`config.mk`:
```
export PLATFORM = sky130hd
export DESIGN_NAME = hydro_frame_tx
export DESIGN_NICKNAME = d
export VERILOG_FILES = /design/src/rtl/hydro_pkg.sv /design/src/rtl/hydro_frame_fifo.sv /design/src/rtl/hydro_frame_tx.sv
export SDC_FILE = /design/constraint.sdc
export NUM_CORES = 1
export LEC_CHECK = 0
export CORE_MARGIN = 5
export CORE_UTILIZATION = 47
export DETAILED_ROUTE_END_ITERATION = 16
export PLACE_DENSITY = 0.75
export RECOVER_POWER = 25
export SYNTH_ARGS = -nofsm -noshare
export SYNTH_HDL_FRONTEND = slang
export SYNTH_SLANG_ARGS = --single-unit
```
`constraint.sdc`:
```
create_clock -name m_axis_aclk -period 3.95 [get_ports m_axis_aclk]
set_clock_uncertainty 0.05 [all_clocks]
set_input_delay 0.395 -clock m_axis_aclk [delete_from_list [all_inputs] [get_ports m_axis_aclk]]
set_output_delay 0.395 -clock m_axis_aclk [all_outputs]
set_load 0.02 [all_outputs]
```
`src/rtl/hydro_pkg.sv`:
```
// Shared types for the hydrophone frame transmit path.
package hydro_pkg;

    localparam int DEFAULT_CH_WIDTH = 16;
    localparam int NUM_CH           = 4;

    // One 4-channel sample set; ch0 occupies the least significant bits.
    typedef struct packed {
        logic [DEFAULT_CH_WIDTH-1:0] ch3;
        logic [DEFAULT_CH_WIDTH-1:0] ch2;
        logic [DEFAULT_CH_WIDTH-1:0] ch1;
        logic [DEFAULT_CH_WIDTH-1:0] ch0;
    } hydro_frame_t;

    // Position within the 2-beat AXIS frame.
    typedef enum logic {
        BEAT0 = 1'b0,
        BEAT1 = 1'b1
    } beat_e;

endpackage

```
`src/rtl/hydro_frame_fifo.sv`:
```
// Synchronous frame FIFO. Pointers carry one extra wrap bit to separate full from empty.
module hydro_frame_fifo #(
    parameter int  DEPTH = 2,
    parameter type T     = hydro_pkg::hydro_frame_t
) (
    input  logic clk,
    input  logic resetn,
    input  logic push,
    input  T     wr_data,
    input  logic pop,
    output logic full,
    output logic empty,
    output T     head
);

    localparam int AW = $clog2(DEPTH);

    logic [AW:0] wr_ptr;
    logic [AW:0] rd_ptr;
    T            mem [DEPTH];

    logic do_push;
    logic do_pop;

    assign do_push = push && !full;
    assign do_pop  = pop && !empty;

    // Pointer update; reset discards every queued frame.
    always_ff @(posedge clk or negedge resetn) begin
        if (!resetn) begin
            wr_ptr <= '0;
            rd_ptr <= '0;
        end else begin
            if (do_push) wr_ptr <= wr_ptr + (AW+1)'(1);
            if (do_pop)  rd_ptr <= rd_ptr + (AW+1)'(1);
        end
    end

    // Storage write; contents need no reset because empty masks them.
    always_ff @(posedge clk) begin
        if (do_push) mem[wr_ptr[AW-1:0]] <= wr_data;
    end

    assign empty = (wr_ptr == rd_ptr);
    assign full  = (wr_ptr[AW] != rd_ptr[AW]) && (wr_ptr[AW-1:0] == rd_ptr[AW-1:0]);
    assign head  = mem[rd_ptr[AW-1:0]];

endmodule

```
`src/rtl/hydro_frame_tx.sv`:
```
// Packs 4-channel hydrophone samples into 2-beat AXIS frames, with window and drop counters.
module hydro_frame_tx #(
    parameter int CH_WIDTH   = hydro_pkg::DEFAULT_CH_WIDTH,
    parameter int FIFO_DEPTH = 2,
    parameter int WINDOW     = 500
) (
    input  logic                  m_axis_aclk,
    input  logic                  m_axis_aresetn,
    input  logic                  sample_valid,
    output logic                  sample_ready,
    input  logic [CH_WIDTH-1:0]   ch0_data,
    input  logic [CH_WIDTH-1:0]   ch1_data,
    input  logic [CH_WIDTH-1:0]   ch2_data,
    input  logic [CH_WIDTH-1:0]   ch3_data,
    output logic                  m_axis_tvalid,
    input  logic                  m_axis_tready,
    output logic [2*CH_WIDTH-1:0] m_axis_tdata,
    output logic                  m_axis_tlast,
    output logic                  window_done,
    output logic [15:0]           drop_count
);

    import hydro_pkg::*;

    // Same layout as hydro_frame_t, sized by this instance's CH_WIDTH.
    typedef struct packed {
        logic [CH_WIDTH-1:0] ch3;
        logic [CH_WIDTH-1:0] ch2;
        logic [CH_WIDTH-1:0] ch1;
        logic [CH_WIDTH-1:0] ch0;
    } frame_t;

    localparam int            CW       = $clog2(WINDOW + 1);
    localparam logic [CW-1:0] CNT_LAST = CW'(WINDOW - 1);

    logic          running;
    beat_e         beat;
    logic [CW-1:0] frame_cnt;

    frame_t        wr_frame;
    frame_t        head;
    logic          fifo_full;
    logic          fifo_empty;
    logic          push;
    logic          pop;
    logic          handshake;

    assign wr_frame = '{ch3: ch3_data, ch2: ch2_data, ch1: ch1_data, ch0: ch0_data};

    // running holds sample_ready low until the first edge after reset release.
    assign sample_ready  = running && !fifo_full;
    assign push          = sample_valid && sample_ready;
    assign m_axis_tvalid = !fifo_empty;
    assign handshake     = m_axis_tvalid && m_axis_tready;
    assign pop           = handshake && (beat == BEAT1);

    hydro_frame_fifo #(
        .DEPTH (FIFO_DEPTH),
        .T     (frame_t)
    ) u_fifo (
        .clk     (m_axis_aclk),
        .resetn  (m_axis_aresetn),
        .push    (push),
        .wr_data (wr_frame),
        .pop     (pop),
        .full    (fifo_full),
        .empty   (fifo_empty),
        .head    (head)
    );

    // Beat select from FIFO head; zero whenever nothing is queued.
    always_comb begin
        m_axis_tdata = '0;
        m_axis_tlast = 1'b0;
        if (!fifo_empty) begin
            if (beat == BEAT0) begin
                m_axis_tdata = {head.ch1, head.ch0};
            end else begin
                m_axis_tdata = {head.ch3, head.ch2};
                m_axis_tlast = 1'b1;
            end
        end
    end

    // Reset-release flag gating sample_ready.
    always_ff @(posedge m_axis_aclk or negedge m_axis_aresetn) begin
        if (!m_axis_aresetn) running <= 1'b0;
        else                 running <= 1'b1;
    end

    // Beat sequencer: advances only on an AXIS handshake.
    always_ff @(posedge m_axis_aclk or negedge m_axis_aresetn) begin
        if (!m_axis_aresetn) begin
            beat <= BEAT0;
        end else if (handshake) begin
            beat <= (beat == BEAT0) ? BEAT1 : BEAT0;
        end
    end

    // Frame counter per window; window_done pulses the cycle after the last frame completes.
    always_ff @(posedge m_axis_aclk or negedge m_axis_aresetn) begin
        if (!m_axis_aresetn) begin
            frame_cnt   <= '0;
            window_done <= 1'b0;
        end else begin
            window_done <= 1'b0;
            if (pop) begin
                if (frame_cnt == CNT_LAST) begin
                    frame_cnt   <= '0;
                    window_done <= 1'b1;
                end else begin
                    frame_cnt <= frame_cnt + CW'(1);
                end
            end
        end
    end

    // Saturating count of refused sample offers.
    always_ff @(posedge m_axis_aclk or negedge m_axis_aresetn) begin
        if (!m_axis_aresetn) begin
            drop_count <= '0;
        end else if (sample_valid && !sample_ready && (drop_count != 16'hFFFF)) begin
            drop_count <= drop_count + 16'd1;
        end
    end

endmodule
```
Word level (Yosys, flattened, before mapping). Memory sizes are Yosys's and may differ from the RTL's. Cells that the tools add are included.

Flip-flop bits (word level): 32. RAM bits: 128. Input bits: 68. Output and inout bits: 52. Logic and storage cells: 39. Memories kept: 1.

Memory list: u_fifo.mem (depth 2, width 64, rd ports 1, clocked after memory_dff 0, wr ports 1, RTL line hydro_frame_fifo.sv:20) `T mem [DEPTH];`.

Add/subtract/negate cells: 4. Eq/ne operators: 5. Muxes and demuxes: 10. Reduce and logical (&&, ||, !) cells: 12.

Operators with widths (number): 2-to-1 mux 32 bit (2); adder 16 x 1 -> 16 bit, second input constant (1); inequality test 16 bit, second input constant (1); adder 9 x 1 -> 9 bit, second input constant (1); == test 9 bit, second input constant (1); logical AND 1 bit (9); 2-to-1 mux 9 bit (1); 2-to-1 mux 1 bit (7); adder 2 x 1 -> 2 bit, second input constant (2); logical NOT 1 bit (3); == test 2 bit (1); == test 1 bit (1); inequality test 1 bit (1).

Depth between registers and ports, before layout. Gate-level depths: netlist (run 1).

Word-level depth: 8. Depth in mapped cells: 8.

Modules after synthesis. From an unflattened synthesis (run 1), not the netlist that was laid out.

Cells, all modules: 443. Area total of the unflattened synthesis: 6794.0 um^2.

By module, submodules not included: hydro_frame_fifo (instances 1, cells an instance 227, area each 4921.0 um^2); hydro_frame_tx (instances 1, cells an instance 216, area each 1873.0 um^2).

Worst setup path before layout (run 1). Ideal clock, no wire load.

Kind: register to register. Start point: reg u_fifo.rd_ptr[0]. End point: mem u_fifo.mem[0][0] in the netlist's numbering, enable pin. Library setup time: 0.486 ns. Arrival time: 3.723 ns. Data required time: 3.414 ns. Slack: -0.309 ns. Cell stages (with the launch flop): 7. Buffers on the path: 1. Period minus slack after synthesis: 4.259 ns. Cells stage by stage: dfrtp_1 > buf_6 > xor2_1 > o21ai_2 > inv_1 > nand2_1 > nor2_1.

Word-level cells in the longest chain between the ends: 8.

Ends and longest elaborated chain: from (decl) (RTL line hydro_frame_fifo.sv:19) `logic [AW:0] rd_ptr;`; from (signal assigned) (RTL line hydro_frame_fifo.sv:35) `if (do_pop) rd_ptr <= rd_ptr + (AW+1)'(1);`; == test 1 bit (RTL line hydro_frame_fifo.sv:45) `assign full = (wr_ptr[AW] != rd_ptr[AW]) && (wr_ptr[AW-1:0] == rd_ptr[AW-1:0]);`; logical AND 1 bit (RTL line hydro_frame_fifo.sv:45); logical NOT 1 bit (RTL line hydro_frame_tx.sv:51) `assign sample_ready = running && !fifo_full;`; logical AND 1 bit (RTL line hydro_frame_tx.sv:51); via sample_ready (RTL line hydro_frame_tx.sv:10) `output logic sample_ready,`; logical AND 1 bit (RTL line hydro_frame_tx.sv:52) `assign push = sample_valid && sample_ready;`; logical AND 1 bit (RTL line hydro_frame_fifo.sv:25) `assign do_push = push && !full;`; 2-to-1 mux 1 bit (RTL line hydro_frame_fifo.sv:41) `if (do_push) mem[wr_ptr[AW-1:0]] <= wr_data;`; 2-to-1 mux 1 bit (not written as such) (RTL line hydro_frame_fifo.sv:41); to (decl) (RTL line hydro_frame_fifo.sv:20).

The timed path passes the listed nets, and every way through them passes these cells.

Final worst setup path (run 1).
Start point: reg u_fifo.rd_ptr[0]. End point: out m_axis_tdata[31].

Word-level cells in the longest chain between the ends: 3.

Ends and longest elaborated chain: memory read (2 x 64 bit); 2-to-1 mux 32 bit (RTL line hydro_frame_tx.sv:76) `if (beat == BEAT0) begin`; 2-to-1 mux 32 bit (*) (RTL line hydro_frame_tx.sv:75) `if (!fifo_empty) begin`; to (decl) (RTL line hydro_frame_tx.sv:17) `output logic [2*CH_WIDTH-1:0] m_axis_tdata,`.

Mark *: on every way between the ends. The rest lies on a longest branch, timed or not.

==> metrics.csv, run 1 <==
stage;metric;value;unit
sta;post-route-min-period;3030;ps
power;sw_frac_of_total;0.326;
yosys;synth_edf_count;128;
drt;drt-initial-drc-count;164;
drt;drc_errors;0;
die;core_area;13300;um2
power;ir_drop;0.411;mV
critical_path;r2r-start;u_fifo.rd_ptr[0];
global_routing;grt_overflow_total;0;
critical_path;worstPathArrival;2590;ps
critical_path;path_class;reg -> out;
critical_path;cp-start-kind;flip-flop;
placed_design;place_congestion;0.769;
power;p_leak;2.87;nW
power;power_frac_comb;0.392;
yosys;netlist_instances;352;
sta;timing.hold.ws;330;ps
sta;finalMaxSlewViolations;0;
job;max_cap_viol_count;0;
sta;totalNegativeSetupSlack;0;ps
die;fp.dieH;126;um
sta;rsz0062_at_grt;false;
power;power_frac_clock;0.241;
drt;vias;3520;
die;row_count;42;
sta;tightest_slew;909;ps
worst_hold_path;hp-class;in -> async;
clocking;ctsRootBufferMaster;clkbuf_16;
yosys;ys_seq_elements;160;
cells_and_area;diodes;0;
placed_design;port_buffers;119;
global_routing;grt_max_degree;66;
clocking;clockBufferDepth;2;
yosys;synth_fp_nets;422;
placed_design;dp_hpwl;7910;um
yosys;yosysWarningCount;0;
yosys;synth_top_flop_cell;edfxtp_1;
die;initial_utilization;0.479;
global_routing;antenna_found_initial;1;
critical_path;cp.required;3500;ps
critical_path;cpMaxStageDelayCell;dfrtp_2;
cells_and_area;syn2layout_area_growth;30.9;%
outcome;outcome;complete, no violations;
clocking;hold_buffers;0;
drt;dr.pass1.iters;4;
yosys;syn_avg_cell_area;18.1;um2
drt;wl;12000;um
sta;clock.fmax;330;MHz
critical_path;critPathBufInv;2;
yosys;synth_area;6370;um2
clocking;clk_latency;420;ps
die;dieArea;16000;um2
power;switching_power;2.12;mW
drt;antenna_left;0;
sta;period_share;0.768;
drt;vias_per_cell;5.25;
yosys;async_reset_ff_frac;0.200;
clocking;tritoncts;done;
sta;hold_viol_final;0;
global_routing;grtUsageTotal;0.158;
power;power_frac_seq;0.368;
placed_design;dp.cells;638;
clocking;clkTransAtPathRegs;60;ps
power;power;6.50;mW
power;p_per_area;779;nW/um2
critical_path;cp_max_fo;27;
clocking;cts_inserted_buffers;17;
critical_path;critPathTopFamily;buffers and inverters;
clocking;cts_htree_levels;4;
clocking;numClockSinks;160;
cells_and_area;nFillCells;938;
global_routing;grt_pass1_vias;3797;
cells_and_area;final-instance-count-excl-fill;670;
critical_path;end_kind;output port;
global_routing;grt_first_pass_wirelength;19500;um
yosys;synth_cell_type_count;40;
critical_path;max_stage_delay;580;ps
sta;setup_viol;0;
power;p_int;4.38;mW
cells_and_area;drive_above_1_share;0.158;
yosys;synth.yosys.seq_area_share;0.729;
drt;wl_per_cell;17.9;um
die;pin_count;120;
cells_and_area;nets;551;
clocking;cts_resized;0;
die;die_w;126;um
sta;maxSlewHeadroom;0.394;
critical_path;critPathLaunch;u_fifo.rd_ptr[0];
critical_path;cp_cell_sequence;buf_12, mux4_2, and2_1, clkdlybuf4s50_1;
clocking;cts_setup_buffers;0;
-- power by group through the flow --
stage / Clock, mW / Combinational (mW) / Sequential [mW]
after floorplan: 0 / 1.59 / 2.32
after global placement: 0 / 2.58 / 2.41
after detailed placement: 0 / 2.61 / 2.43
after CTS: 1.61 / 2.62 / 2.40
after global routing: 1.67 / 2.73 / 2.43
final: 1.56 / 2.55 / 2.39
-- routing by layer --
layer / global-route usage / vias up / share of wire
li1: - / 1623 / -
met1: 0.187 / 1773 / 0.39
met2: 0.267 / 103 / 0.53
met3: 0.0542 / 19 / 0.060
met4: 0.0631 / 2 / 0.013
met5: 0 / - / 0.0011
-- final cells by class --
| class | instances | area, um2 | share of cell area |
|---|---|---|---|
| flip-flops and latches | 160 | 4650 | 0.557 |
| multi-input cells | 174 | 1650 | 0.198 |
| repair buffers | 123 | 1230 | 0.148 |
| clock buffers | 18 | 429 | 0.0514 |
| well taps | 176 | 220 | 0.0264 |
| clock inverters | 14 | 141 | 0.0169 |
| inverters | 5 | 18.8 | 0.00225 |
-- placed cells by master (no fill, tap or decap), types with 4 or more instances in the layout --
cell,n
inv_1,4
o31ai_1,4
edfxtp_1,128
xnor2_1,16
xor2_1,5
nand2_1,16
dlygate4sd3_1,47
and3_1,4
mux4_2,32
clkdlybuf4s50_1,72
nand4_1,5
and2_1,35
clkbuf_16,17
dfrtp_1,30
nor2_1,9
nand3_1,8
o21ai_0,10
-- stage by stage --
stage          instance area, um2   util  setup WS, ps
2_1_floorplan                6370      -           758
3_3_place_gp                 7770  0.585          1330
3_5_place_dp                 7770  0.585          1310
4_1_cts                      8340  0.627           854
5_1_grt                      8340  0.627           783
6_report                     8340  0.627           916
-- cells by family after synthesis --
family | count (synthesis) | share of synthesized area
adders and majority gates | 2 | 0.00393
muxes | 34 | 0.117
other | 1 | 0.000588
xor gates and xnor gates | 21 | 0.0289
DFF | 160 | 0.729
buffers and inverters | 18 | 0.0139
AOI/OAI and AO/OA | 22 | 0.0224
and+or+nand+nor | 94 | 0.0848
-- cell usage after synthesis, drive strengths merged (2+ instances only) --
master / count / area share
nand2: 16 / 0.0094
and3: 6 / 0.0061
inv: 5 / 0.0029
nor4: 2 / 0.0043
buf: 8 / 0.0080
ha: 2 / 0.0039
nand3: 8 / 0.0063
nor2: 10 / 0.0059
clkbuf: 5 / 0.0029
a31oi: 2 / 0.0020
nand4: 5 / 0.0049
nor3: 3 / 0.0024
nand2b: 3 / 0.0029
edfxtp: 128 / 0.60
and2: 36 / 0.036
o21ai: 11 / 0.0092
xnor2: 16 / 0.022
dfrtp: 32 / 0.13
mux4: 32 / 0.11
mux2: 2 / 0.0035
and4: 2 / 0.0029
or3: 2 / 0.0027
o31ai: 4 / 0.0047
xor2: 5 / 0.0069
-- final timing paths --
path	slack [ps]	cells after the start	to
worst max-delay path	920	4	m_axis_tdata[31]
worst min-delay path	330	2	drop_count[9]
worst max register to register	1560	6	frame_cnt[7]
worst min register to register	440	1	u_fifo.wr_ptr[1]
max in group asynchronous	3200	2	beat
min in group m_axis_aclk	440	1	u_fifo.wr_ptr[1]
-- flip-flops by register name, summed over array words and instances (netlist names) --
register,flops
beat,1
drop_count,16
frame_cnt,9
running,1
u_fifo.mem,128
u_fifo.rd_ptr,2
u_fifo.wr_ptr,2
window_done,1
(Power assumes the default switching activity.)
==> run 2, diff against run 1 <==
- CORE_UTILIZATION: 47 -> 52
- PLACE_DENSITY: 0.75 -> 0.79
- clock period: 3.95 -> 2.95 ns (I/O delays scaled with it)
==> run 2 against run 1 <==
Net effect: final cell count is 3.7% lower; design area is 0.66% higher; via count grew 1.7%; sequential cell count is the same; total power increased by 37%; clock-buffer cell count down 1; combinational power up 43%; non-clock buffer count up 3; sequential power up 31%; global-route usage grew 2.2 points; core utilization rose by 7.2 points; critical endpoint is now m_axis_tdata[0]; largest power group unchanged; highest routed layer unchanged.
==> metrics.csv, run 2 (synthesized netlist as in run 1, its figures left out) <==
stage;metric;value;unit
power;power;8.94;mW
power;p_int;6.04;mW
placed_design;placed_area;7800;um2
drt;drc_errors;0;
global_routing;grt_overflow_total;0;
critical_path;max_stage_delay;540;ps
global_routing;antenna_found_initial;3;
worst_hold_path;hp-class;in -> async;
critical_path;path_class;reg -> out;
sta;rsz0062_at_grt;false;
critical_path;cpMaxStageDelayCell;clkdlybuf4s50_1;
sta;post-route-min-period;2750;ps
clocking;cts_inserted_buffers;17;
sta;totalNegativeSetupSlack;0;ps
die;dieArea;14600;um2
die;die_w;121;um
power;ir_drop;0.585;mV
critical_path;cp-start-kind;flip-flop;
clocking;tritoncts;done;
power;switching_power;2.90;mW
critical_path;cp_max_fo;15;
drt;dr.pass1.iters;4;
sta;finalMaxSlewViolations;0;
critical_path;critPathTopFamily;buffers and inverters;
drt;antenna_left;0;
critical_path;critPathBufInv;2;
critical_path;rr_endpoint;frame_cnt[7];
critical_path;r2r_slack;800;ps
clocking;clk_latency;420;ps
die;initial_utilization;0.531;
cells_and_area;nets;554;
cells_and_area;design_area;8400;um2
global_routing;grt_first_pass_wirelength;19800;um
die;row_count;40;
cells_and_area;mostFrequentLayoutCells;edfxtp_1, clkdlybuf4s50_1, dlygate4sd3_1, and2_1, mux4_2;
clocking;clkTransAtPathRegs;60;ps
die;core_area;12000;um2
die;pin_count;120;
drt;wl_per_cell;19.0;um
placed_design;dp_hpwl;8010;um
placed_design;post-place-ws;607;ps
critical_path;cp.required;2610;ps
cells_and_area;regArea;4650;um2
clocking;ctsRootBufferMaster;clkbuf_16;
critical_path;worstPathArrival;2410;ps
drt;vias;3580;
cells_and_area;largest_register_ffs;128;
cells_and_area;multiInputGateArea;1650;um2
cells_and_area;final_core_util;0.699;
critical_path;r2r-start;u_fifo.wr_ptr[0];
clocking;hold_buffers;0;
outcome;outcome;complete, no violations;
clocking;cts_resized;0;
clocking;clockBufferDepth;2;
cells_and_area;nFillCells;782;
cells_and_area;syn2layout_area_growth;31.8;%
power;power_frac_seq;0.349;
clocking;cts_setup_buffers;0;
sta;timing.hold.ws;225;ps
power;power_frac_comb;0.409;
sta;setup_viol;0;
die;fp.dieH;121;um
placed_design;port_buffers;119;
power;p_per_area;1060;nW/um2
placed_design;dp.cells;612;
global_routing;grtUsageTotal;0.180;
cells_and_area;final-instance-count-excl-fill;645;
drt;vias_per_cell;5.55;
sta;clock.fmax;363;MHz
placed_design;place_congestion;0.874;
drt;wl;12300;um
critical_path;end_kind;output port;
sta;fin_ws;197;ps
critical_path;reg2reg_depth;6;
global_routing;grt_max_degree;66;
clocking;cts_htree_levels;4;
power;sw_frac_of_total;0.324;
cells_and_area;final_common_cell;edfxtp_1;
sta;period_share;0.933;
clocking;numClockSinks;160;
critical_path;cp_cell_sequence;buf_4, mux4_2, and2_1, clkdlybuf4s50_1;
cells_and_area;drive_above_1_share;0.165;
critical_path;cp_num_cells;4;
power;p_leak;2.92;nW
power;power_frac_clock;0.243;
sta;hold_viol_final;0;
drt;drt-initial-drc-count;248;
global_routing;grt_pass1_vias;3913;
job;max_cap_viol_count;0;
[run 2: worst max-delay path by stage]
stage                                start                to
final                     u_fifo.rd_ptr[0]   m_axis_tdata[0]
after global routing      u_fifo.rd_ptr[0]  m_axis_tdata[29]
after CTS                 u_fifo.rd_ptr[0]   m_axis_tdata[0]
after detailed placement  u_fifo.rd_ptr[0]   m_axis_tdata[0]
after global placement    u_fifo.rd_ptr[0]  m_axis_tdata[29]
after floorplan           u_fifo.rd_ptr[0]  u_fifo.mem[0][0]
[run 2: per-layer routing]
metal	wire (um)	vias up	global-route usage
met5	25	-	0
met4	191	4	0.0673
met3	734	22	0.0622
met2	6270	132	0.299
met1	5030	1793	0.220
li1	-	1629	-
[run 2: final cells by class]
type                       instances  share of cell area
antenna                            1            0.000298
tap                              147              0.0219
sequential                       160               0.553
inverter                           5             0.00224
timing repair buffer             126               0.156
multi-input combinational        174               0.196
clock inverter                    15              0.0197
clock buffer                      17              0.0507
[run 2: power by group through the flow]
stage	Clock, mW	Sequential, mW	Combinational [mW]
2_1_floorplan	0	3.10	2.13
3_3_place_gp	0	3.14	3.69
3_5_place_dp	0	3.16	3.71
4_1_cts	2.20	3.12	3.74
5_1_grt	2.31	3.16	3.91
6_report	2.17	3.12	3.65
